$ cat src/rtl/xsim_dma_pkg.sv
// Shared types for the DMA burst reader.
//   state_t     : burst FSM states (IDLE / ISSUE / COLLECT)
//   rsp_entry_t : one queued response beat {data, tag, last}
//   BEAT_BYTES  : address increment per 32-bit beat
package xsim_dma_pkg;

  typedef enum logic [1:0] {
    S_IDLE    = 2'd0,
    S_ISSUE   = 2'd1,
    S_COLLECT = 2'd2
  } state_t;

  typedef struct packed {
    logic [31:0] data;
    logic [7:0]  tag;
    logic        last;
  } rsp_entry_t;

  localparam int BEAT_BYTES = 4;

endpackage

$ cat src/rtl/xsim_resp_fifo.sv
// Response beat FIFO for the DMA burst reader.
// Ports:
//   CLK, RST        clock, async active-high reset (empties the FIFO)
//   push, push_data write one rsp_entry_t
//   pop             remove the head entry
//   head            current head entry (held until popped)
//   count           number of stored entries, 0..DEPTH
// DEPTH must be a power of two >= 2 so the pointers wrap naturally.
module xsim_resp_fifo
  import xsim_dma_pkg::*;
#(
  parameter int DEPTH = 4,
  localparam int AW = $clog2(DEPTH),
  localparam int CW = AW + 1
) (
  input  logic          CLK,
  input  logic          RST,
  input  logic          push,
  input  rsp_entry_t    push_data,
  input  logic          pop,
  output rsp_entry_t    head,
  output logic [CW-1:0] count
);

  rsp_entry_t          mem [DEPTH];
  logic       [AW-1:0] wr_ptr, rd_ptr;

  // Storage needs no reset; count alone decides what is valid.
  always_ff @(posedge CLK) begin
    if (push) mem[wr_ptr] <= push_data;
  end

  always_ff @(posedge CLK or posedge RST) begin
    if (RST) begin
      wr_ptr <= '0;
      rd_ptr <= '0;
      count  <= '0;
    end else begin
      if (push) wr_ptr <= wr_ptr + AW'(1);
      if (pop)  rd_ptr <= rd_ptr + AW'(1);
      case ({push, pop})
        2'b10:   count <= count + CW'(1);
        2'b01:   count <= count - CW'(1);
        default: count <= count;
      endcase
    end
  end

  assign head = mem[rd_ptr];

  // Push on a full FIFO is only legal when a pop frees the slot in the same cycle.
  a_no_overflow: assert property (@(posedge CLK) disable iff (RST)
    !(push && !pop && count == CW'(DEPTH)));
  a_no_underflow: assert property (@(posedge CLK) disable iff (RST)
    !(pop && count == '0));

endmodule

$ cat src/rtl/xsim_dma_burst_reader.sv
// DMA burst reader: turns one burst request (handle, addr, len, tag) into
// len single-beat reads towards the DMA stage, collects the read data into
// a response FIFO and streams it out with the burst tag and a last flag.
// Ports:
//   CLK, RST                         clock, async active-high reset
//   req_valid/req_ready, req_*       burst request handshake
//   rdy_/en_readrequest, readrequest_handle/addr   beat read issue
//   rdy_/en_readresponse, readresponse_data        beat read return
//   rsp_valid/rsp_ready, rsp_data/tag/last         output beat stream
//   busy                             FSM active or beats still queued
//   stat_bursts, stat_beats          only with XSIM_DMA_BURST_STATS_EN defined
// Reads are only issued while queued + in-flight beats fit in the FIFO, so
// every returning beat always has a slot.
module xsim_dma_burst_reader
  import xsim_dma_pkg::*;
#(
  parameter int RESP_DEPTH = 4,
  parameter int LEN_W      = 8
) (
  input  logic             CLK,
  input  logic             RST,
  input  logic             req_valid,
  output logic             req_ready,
  input  logic [31:0]      req_handle,
  input  logic [31:0]      req_addr,
  input  logic [LEN_W-1:0] req_len,
  input  logic [7:0]       req_tag,
  input  logic             rdy_readrequest,
  output logic             en_readrequest,
  output logic [31:0]      readrequest_handle,
  output logic [31:0]      readrequest_addr,
  input  logic             rdy_readresponse,
  output logic             en_readresponse,
  input  logic [31:0]      readresponse_data,
  output logic             rsp_valid,
  input  logic             rsp_ready,
  output logic [31:0]      rsp_data,
  output logic [7:0]       rsp_tag,
  output logic             rsp_last,
  output logic             busy
`ifdef XSIM_DMA_BURST_STATS_EN
  ,
  output logic [31:0]      stat_bursts,
  output logic [31:0]      stat_beats
`endif
);

  localparam int CW = $clog2(RESP_DEPTH) + 1;

  state_t           state;
  logic [31:0]      handle_r, addr_r;
  logic [LEN_W-1:0] len_r, issue_idx, cap_idx;
  logic [7:0]       tag_r;
  logic [CW-1:0]    inflight, fifo_count;
  logic [CW:0]      credit_sum;
  logic             accept, issue, capture, cap_last, pop;
  rsp_entry_t       push_entry, head;

  assign accept     = (state == S_IDLE) && req_valid;
  assign credit_sum = {1'b0, fifo_count} + {1'b0, inflight};
  assign issue      = (state == S_ISSUE) && rdy_readrequest &&
                      (credit_sum < (CW+1)'(RESP_DEPTH));
  assign capture    = (state != S_IDLE) && (inflight != '0) && rdy_readresponse;
  assign cap_last   = (cap_idx == len_r - LEN_W'(1));
  assign pop        = rsp_valid && rsp_ready;

  assign push_entry = '{data: readresponse_data, tag: tag_r, last: cap_last};

  assign req_ready          = (state == S_IDLE);
  assign en_readrequest     = issue;
  assign en_readresponse    = capture;
  assign readrequest_handle = handle_r;
  assign readrequest_addr   = addr_r;

  always_ff @(posedge CLK or posedge RST) begin
    if (RST) begin
      state     <= S_IDLE;
      handle_r  <= '0;
      addr_r    <= '0;
      len_r     <= '0;
      tag_r     <= '0;
      issue_idx <= '0;
      cap_idx   <= '0;
      inflight  <= '0;
    end else begin
      case (state)
        S_IDLE: begin
          if (req_valid) begin
            handle_r  <= req_handle;
            addr_r    <= req_addr;
            len_r     <= req_len;
            tag_r     <= req_tag;
            issue_idx <= '0;
            cap_idx   <= '0;
            // A zero-length burst is consumed without any reads.
            if (req_len != '0) state <= S_ISSUE;
          end
        end
        S_ISSUE: begin
          if (issue) begin
            addr_r    <= addr_r + 32'(BEAT_BYTES);
            issue_idx <= issue_idx + LEN_W'(1);
            if (issue_idx == len_r - LEN_W'(1)) state <= S_COLLECT;
          end
        end
        S_COLLECT: begin
          // The last beat can only return after the last issue, so it is
          // always captured here; FIFO draining overlaps the next burst.
          if (capture && cap_last) state <= S_IDLE;
        end
        default: state <= S_IDLE;
      endcase

      if (capture) cap_idx <= cap_idx + LEN_W'(1);

      case ({issue, capture})
        2'b10:   inflight <= inflight + CW'(1);
        2'b01:   inflight <= inflight - CW'(1);
        default: inflight <= inflight;
      endcase
    end
  end

  xsim_resp_fifo #(.DEPTH(RESP_DEPTH)) u_fifo (
    .CLK       (CLK),
    .RST       (RST),
    .push      (capture),
    .push_data (push_entry),
    .pop       (pop),
    .head      (head),
    .count     (fifo_count)
  );

  // count is a register, so a beat shows up the cycle after capture.
  assign rsp_valid = (fifo_count != '0);
  assign rsp_data  = head.data;
  assign rsp_tag   = head.tag;
  assign rsp_last  = head.last;
  assign busy      = (state != S_IDLE) || (fifo_count != '0);

`ifdef XSIM_DMA_BURST_STATS_EN
  always_ff @(posedge CLK or posedge RST) begin
    if (RST) begin
      stat_bursts <= '0;
      stat_beats  <= '0;
    end else begin
      if (accept && req_len != '0) stat_bursts <= stat_bursts + 32'd1;
      if (pop)                     stat_beats  <= stat_beats + 32'd1;
    end
  end
`endif

endmodule
$ cat config.mk
export PLATFORM = sky130hd
export DESIGN_NAME = xsim_dma_burst_reader
export DESIGN_NICKNAME = d
export VERILOG_FILES = /design/src/rtl/xsim_dma_pkg.sv /design/src/rtl/xsim_resp_fifo.sv /design/src/rtl/xsim_dma_burst_reader.sv
export SDC_FILE = /design/constraint.sdc
export NUM_CORES = 1
export LEC_CHECK = 0
export CAP_MARGIN = 20
export CORE_UTILIZATION = 42
export DETAILED_ROUTE_END_ITERATION = 10
export PLACE_DENSITY = 0.73
export SLEW_MARGIN = 20
export SYNTH_ARGS = -nofsm -noshare
export SYNTH_HDL_FRONTEND = slang
export SYNTH_HIERARCHICAL = 1
export SYNTH_SLANG_ARGS = --single-unit
$ cat constraint.sdc
create_clock -name CLK -period 3.75 [get_ports CLK]
set_clock_uncertainty 0.1 [all_clocks]
set_input_delay 0.375 -clock CLK [delete_from_list [all_inputs] [get_ports CLK]]
set_output_delay 0.375 -clock CLK [all_outputs]
set_load 0.02 [all_outputs]
# Word level (Yosys, flattened, before mapping)
# Memory sizes are Yosys's and may differ from the RTL's.
# Cells that the tools add are included.
# op_classes
reduce_logical,21
muxes,18
eq_ne,13
add_sub_neg,11
n_lt_le_gt_ge,1
# ops
operator,n
32-bit two-way mux,2
32-bit case mux with 2 select lines,1
"32-bit by 3-bit adder with 32-bit output, second input constant",1
8-bit two-way mux,4
"8-bit by 1-bit adder with 8-bit output, second input constant",2
8-bit equality test,2
8-bit case mux with 2 select lines,1
3-bit case mux with 2 select lines,2
2-bit nonzero test,6
2-bit two-way mux,5
8-bit nonzero test,1
"8-bit by 1-bit subtractor with 8-bit output, second input constant",1
"3-bit by 1-bit adder with 3-bit output, second input constant",2
"2-bit by 1-bit equality test with 1-bit output, second input constant",3
"2-bit equality test, second input constant",3
1-bit logical AND,6
"2-bit inequality test, second input constant",3
2-bit case mux with 3 select lines,1
3-bit nonzero test,2
"3-bit by 1-bit subtractor with 3-bit output, second input constant",2
5-bit AND reduction,1
"2-bit by 1-bit adder with 2-bit output, second input constant",2
3-bit by 3-bit adder with 4-bit output,1
"4-bit by 3-bit < comparator with 1-bit output, second input constant",1
6 further kinds,9
# totals
memories,1
reg_bits,108
ram_bits,164
inputBits,118
# memory_table
memory,depth,width,read_ports,rd_ports_with_merged_regs,write_ports,line,rtl
u_fifo.mem,4,41,1,0,1,xsim_resp_fifo.sv:25,rsp_entry_t mem [DEPTH];

# Longest topological paths before layout
# depth
ltp_word,6
ltp_mapped,11
depth_no_buf,10

# By module
# The synthesis kept the hierarchy.
# by_module_without_submodules
module,cells_per_inst,area_per_inst_um2,instances,seq_area_each_um2
xsim_resp_fifo,250,6362.4,1,5099.9
xsim_dma_burst_reader,619,5335.1,1,2527.4

# Worst setup path before layout
# No wires, ideal clock.
# synth_timing
path_type,register to register
start,register inflight[2]
end,register inflight[1]
setup_slack_ps,807
t_arrival_ps,2760
path_stages_with_launch,10
setup_time_ps,83
path_cell_list,dfrtp_1 > ha_1 > or4b_4 > or3_1 > buf_2 > buf_2 > ha_1 > inv_1 > fa_1 > o21ai_0
# synth_via
elab_chain_cells,5
elab_cells_between_ends,10
classes_between,add/sub: 1; order compare: 1; eq/ne: 2; mux: 1; reduce/logical: 5
# synth_lines
item,line,rtl
"start, declared",xsim_dma_burst_reader.sv:54,"logic [CW-1:0] inflight, fifo_count;"
"start signal, assigned",xsim_dma_burst_reader.sv:117,2'b10: inflight <= inflight + CW'(1);
"start signal, assigned",xsim_dma_burst_reader.sv:118,2'b01: inflight <= inflight - CW'(1);
"start signal, assigned",xsim_dma_burst_reader.sv:119,default: inflight <= inflight;
3-bit by 3-bit adder with 4-bit output / 3-bit nonzero test (equally long branches),"xsim_dma_burst_reader.sv:60, xsim_dma_burst_reader.sv:63",
4-bit by 3-bit < comparator with 1-bit output / 1-bit logical AND (equally long branches),"xsim_dma_burst_reader.sv:62, xsim_dma_burst_reader.sv:63",
1-bit logical AND (on tied branches),"xsim_dma_burst_reader.sv:61, xsim_dma_burst_reader.sv:63",
2-bit by 1-bit equality test with 1-bit output / 2-bit equality test (equally long branches),xsim_dma_burst_reader.sv:116,"case ({issue, capture})"
3-bit case mux with 2 select lines / 2-bit nonzero test (equally long branches),n/a,
# Several ways; a longest one is shown, not always the timed one.
# A chain may end at the register's enable or synchronous reset.

# Worst setup path in the final report
# layout_timing
start,register inflight[2]
end,output port en_readrequest
# layout_via
elab_chain_cells,3
# layout_lines
item,line,rtl
3-bit by 3-bit adder with 4-bit output,xsim_dma_burst_reader.sv:60,"assign credit_sum = {1'b0, fifo_count} + {1'b0, inflight};"
4-bit by 3-bit < comparator with 1-bit output,xsim_dma_burst_reader.sv:62,(credit_sum < (CW+1)'(RESP_DEPTH));
1-bit logical AND,xsim_dma_burst_reader.sv:61,assign issue = (state == S_ISSUE) && rdy_readrequest &&
"end, declared",xsim_dma_burst_reader.sv:29,"output logic en_readrequest,"
# Every way passes these cells.

==> run_summary.xml <==
<?xml version="1.0" encoding="UTF-8"?>
<metrics>
  <group name="yosys">
    <metric name="post_synth_most_frequent_cells" unit="">193 x nand2_1, 164 x edfxtp_1, 108 x dfrtp_1</metric>
    <metric name="synthMostInstantiatedCell" unit="">nand2_1</metric>
    <metric name="cell_count_after_synthesis" unit="">869</metric>
    <metric name="ys.flop_type" unit="">edfxtp_1</metric>
    <metric name="synth_seq_cells" unit="">272</metric>
    <metric name="syn-mean-instance-area" unit="µm²">13.5</metric>
    <metric name="yosysSeqAreaShare" unit="">0.652</metric>
    <metric name="synth_largest_type_area_fraction" unit="">0.421</metric>
    <metric name="synth-edff-count" unit="">164</metric>
    <metric name="synth.largest_area_cell" unit="">edfxtp_1</metric>
    <metric name="synth-async-reset-ratio" unit="">0.397</metric>
    <metric name="synth_top_cells_by_area" unit="">edfxtp_1 42%, dfrtp_1 23%, mux4_2 7.3%</metric>
    <metric name="synth_warnings" unit="">6</metric>
    <metric name="unique_cell_type_count_in_the_yosys_netlist" unit="">64</metric>
    <metric name="postSynthNetCount" unit="">1001</metric>
    <metric name="mapped_cell_area" unit="µm²">11700</metric>
  </group>
  <group name="detailed_routing">
    <metric name="viasPerCell" unit="">5.20</metric>
    <metric name="drc_errors" unit="">0</metric>
    <metric name="detail_route_antenna_nets" unit="">0</metric>
    <metric name="num_vias" unit="">7779</metric>
    <metric name="detail_route.first_pass.iterations" unit="">5</metric>
    <metric name="detail_route.wl_per_cell" unit="µm">17.5</metric>
    <metric name="drt_iter0_markers" unit="">598</metric>
    <metric name="wl" unit="µm">26200</metric>
  </group>
  <group name="die">
    <metric name="die_area" unit="µm²">28500</metric>
    <metric name="die_height" unit="µm">169</metric>
    <metric name="initial_core_util" unit="">0.432</metric>
    <metric name="floorplan.rows" unit="">60</metric>
    <metric name="core" unit="µm²">27100</metric>
    <metric name="die_width" unit="µm">169</metric>
    <metric name="io_pins" unit="">228</metric>
  </group>
  <group name="sta">
    <metric name="final_max_slew_viol_count" unit="">0</metric>
    <metric name="period_needed" unit="ps">3630</metric>
    <metric name="max_freq" unit="GHz">0.275</metric>
    <metric name="hold_viol_final" unit="">0</metric>
    <metric name="worstMarginPinSlew" unit="ps">1050</metric>
    <metric name="rsz0062_at_grt" unit="">false</metric>
    <metric name="totalNegativeSetupSlack" unit="ps">0</metric>
    <metric name="post-route-period-util" unit="">0.968</metric>
    <metric name="maxSlewHeadroom" unit="">0.302</metric>
    <metric name="final-setup-viol-count" unit="">0</metric>
  </group>
  <group name="worst_setup_path">
    <metric name="worst_setup_path_end_kind" unit="">output pin</metric>
    <metric name="worst-endpoint-arrival" unit="ps">3160</metric>
    <metric name="crit-reg2reg-launch" unit="">inflight[2]$_DFFE_PP0P_</metric>
    <metric name="crit_fanout" unit="">12</metric>
    <metric name="reg2regPathDepth" unit="">7</metric>
    <metric name="setup.worst_path.class" unit="">register to output pin</metric>
    <metric name="timing.critical_path.required" unit="ps">3270</metric>
    <metric name="timing.critical_path.from_type" unit="">register</metric>
    <metric name="crit_path_max_incr_delay" unit="ps">620</metric>
    <metric name="worstPathCellList" unit="">ha_1 -&gt; or4b_4 -&gt; or3_1 -&gt; inv_1 -&gt; clkdlybuf4s50_1</metric>
    <metric name="worst_setup_path_startpoint" unit="">inflight[2]$_DFFE_PP0P_</metric>
    <metric name="critical_path.slowest_cell" unit="">clkdlybuf4s50_1</metric>
  </group>
  <group name="clocking">
    <metric name="cts_max_path_buffers" unit="">3</metric>
    <metric name="cts_resized" unit="">0</metric>
    <metric name="clock_sinks" unit="">272</metric>
    <metric name="cts.reportedPaths.clkPinSlew" unit="ps">60</metric>
    <metric name="cts_tree" unit="">yes</metric>
    <metric name="root_buffer_cell" unit="">clkbuf_16</metric>
    <metric name="postCtsSetupBuffers" unit="">0</metric>
    <metric name="holdBufCountCts" unit="">0</metric>
    <metric name="h-tree-depth" unit="">1</metric>
    <metric name="worst_skew_pair.late_latency" unit="ps">550</metric>
    <metric name="cts_inserted_buffers" unit="">29</metric>
  </group>
  <group name="outcome">
    <metric name="outcome" unit="">finished clean</metric>
  </group>
  <group name="global_route">
    <metric name="grt_start_max_net_pins" unit="">62</metric>
    <metric name="overflow" unit="">0</metric>
    <metric name="grt_antenna_before_repair" unit="">0</metric>
    <metric name="global_route_wire_length_before_repair" unit="µm">42000</metric>
    <metric name="overall_track_demand_over_capacity_in_global_routing" unit="">0.186</metric>
    <metric name="vias_in_the_first_global_route" unit="">7816</metric>
  </group>
  <group name="placed_design">
    <metric name="buffer_ports.inserted" unit="">227</metric>
    <metric name="placed_cell_area" unit="µm²">14400</metric>
    <metric name="globalplace.congestion" unit="">0.800</metric>
    <metric name="hpwl" unit="µm">17400</metric>
  </group>
  <group name="pwr">
    <metric name="comb_power_share" unit="">0.388</metric>
    <metric name="power-per-cell-area" unit="nW/µm²">827</metric>
    <metric name="total_switching_power" unit="mW">4.45</metric>
    <metric name="worst_ir_drop_vdd" unit="V">0.000475</metric>
    <metric name="pwr-share-seq" unit="">0.382</metric>
    <metric name="power_leakage" unit="nW">5.91</metric>
    <metric name="power_report.internal_total" unit="mW">8.24</metric>
    <metric name="power" unit="mW">12.7</metric>
    <metric name="clkPwrFrac" unit="">0.230</metric>
    <metric name="swShare" unit="">0.351</metric>
  </group>
  <group name="layout">
    <metric name="finish.utilization" unit="">0.566</metric>
    <metric name="n_antenna_cell" unit="">0</metric>
    <metric name="drive_gt1_frac" unit="">0.117</metric>
    <metric name="layout-area-overhead-vs-synth" unit="%">31.2</metric>
    <metric name="nNetsFinal" unit="">1232</metric>
    <metric name="finish.instance_area" unit="µm²">15300</metric>
  </group>
  <group name="job">
    <metric name="max_cap_violation_count" unit="">0</metric>
  </group>
  <group name="hold_path">
    <metric name="worstHoldPathType" unit="">primary input to async pin</metric>
  </group>
</metrics>
layout by cell type, fill, tap and decap left out, types with 3 or more instances in the layout:
cell,n
nor2_1,32
clkinv_4,4
inv_1,20
nor3b_1,3
o22ai_1,6
buf_4,19
inv_6,4
a31o_2,3
xor2_1,15
clkbuf_1,3
nand2_1,193
a211oi_1,8
and4_1,7
a32oi_1,6
nor2b_1,5
mux2i_1,7
clkinvlp_4,5
clkdlybuf4s50_1,227
and2_1,5
o211ai_1,4
edfxtp_1,164
and2_2,5
a21oi_1,19
ha_1,12
clkinv_2,4
mux4_1,3
nand3_1,19
and3_1,11
nor3_1,9
a31oi_1,7
dfrtp_1,106
clkbuf_16,29
nor4_1,7
xnor2_1,14
or3_1,9
mux4_2,38
nand4_1,15
o21ai_0,27
bufinv_16,4
metrics by stage:
step           hold WS [ps]  cells  setup slack (ps)
2_1_floorplan          78.4    869               628
3_3_place_gp            357   1441               641
5_1_grt                 146   1495              38.0
3_5_place_dp            361   1441               647
4_1_cts                 118   1495               106
6_report                113   1495               119
layout make-up:
class / instances / area, µm²
Timing Repair Buffer: 248 / 2450
Sequential cell: 272 / 7630
Multi-Input combinational cell: 528 / 3730
Fill cell: 2191 / 11800
Clock inverter: 22 / 251
Inverter: 21 / 81.3
Clock buffer: 32 / 737
Tap cell: 372 / 465
state kept, by name (all words and copies together), names as in the netlist:
| register | flops |
|---|---|
| u_fifo/count | 3 |
| u_fifo/rd_ptr | 2 |
| readrequest_addr | 32 |
| readrequest_handle | 32 |
| u_fifo/mem | 164 |
| issue_idx | 8 |
| cap_idx | 8 |
| state | 2 |
| tag_r | 8 |
| inflight | 3 |
| u_fifo/wr_ptr | 2 |
| len_r | 8 |
power groups by stage:
| stage | clock, mW | combinational, mW | sequential, mW |
|---|---|---|---|
| finish | 2.92 | 4.92 | 4.85 |
| global route | 3.10 | 5.33 | 4.98 |
| CTS | 2.97 | 5.00 | 4.85 |
| detailed placement | 0 | 4.98 | 4.89 |
| global placement | 0 | 4.90 | 4.86 |
| floorplan | 0 | 2.80 | 5.02 |
final timing paths:
check                      slack, ps                                 end
setup / recovery                 120                      en_readrequest
hold / removal                   110         u_fifo/count[1]$_DFFE_PP0P_
setup reg to reg                 780             inflight[1]$_DFFE_PP0P_
hold reg to reg                  370   readrequest_handle[8]$_DFFE_PP0P_
max in group asynchronous       2530  readrequest_handle[15]$_DFFE_PP0P_
min in group CLK                 270   readrequest_handle[0]$_DFFE_PP0P_
worst max-delay path: cells and delay by family (launching register included):
kind | cells | cell delay (ps)
flip-flops | 1 | 410
buffers and inverters | 2 | 780
adder cells (fa/ha/maj) | 1 | 300
AND/OR/NAND/NOR | 2 | 1120
kinds of logic (layout without fill, tap and decap cells):
kind of cell / after synthesis / after routing / share of synthesized area
AOI/OAI and AO/OA: 102 / 102 / 0.0582
adders and majority gates: 14 / 14 / 0.0163
DFF: 272 / 272 / 0.652
buffers and inverters: 69 / 323 / 0.0298
xor gates and xnor gates: 30 / 30 / 0.0236
and+or+nand+nor: 334 / 334 / 0.134
muxes: 48 / 48 / 0.0859
metal layers:
layer / global-route usage / vias to the layer above / share of wire
met5: 0 / - / 0
met3: 0.0344 / 27 / 0.073
met1: 0.259 / 3806 / 0.43
li1: - / 3656 / -
met4: 0.0344 / 0 / 0.012
met2: 0.308 / 290 / 0.48
Power figures use the tool's default switching activity.
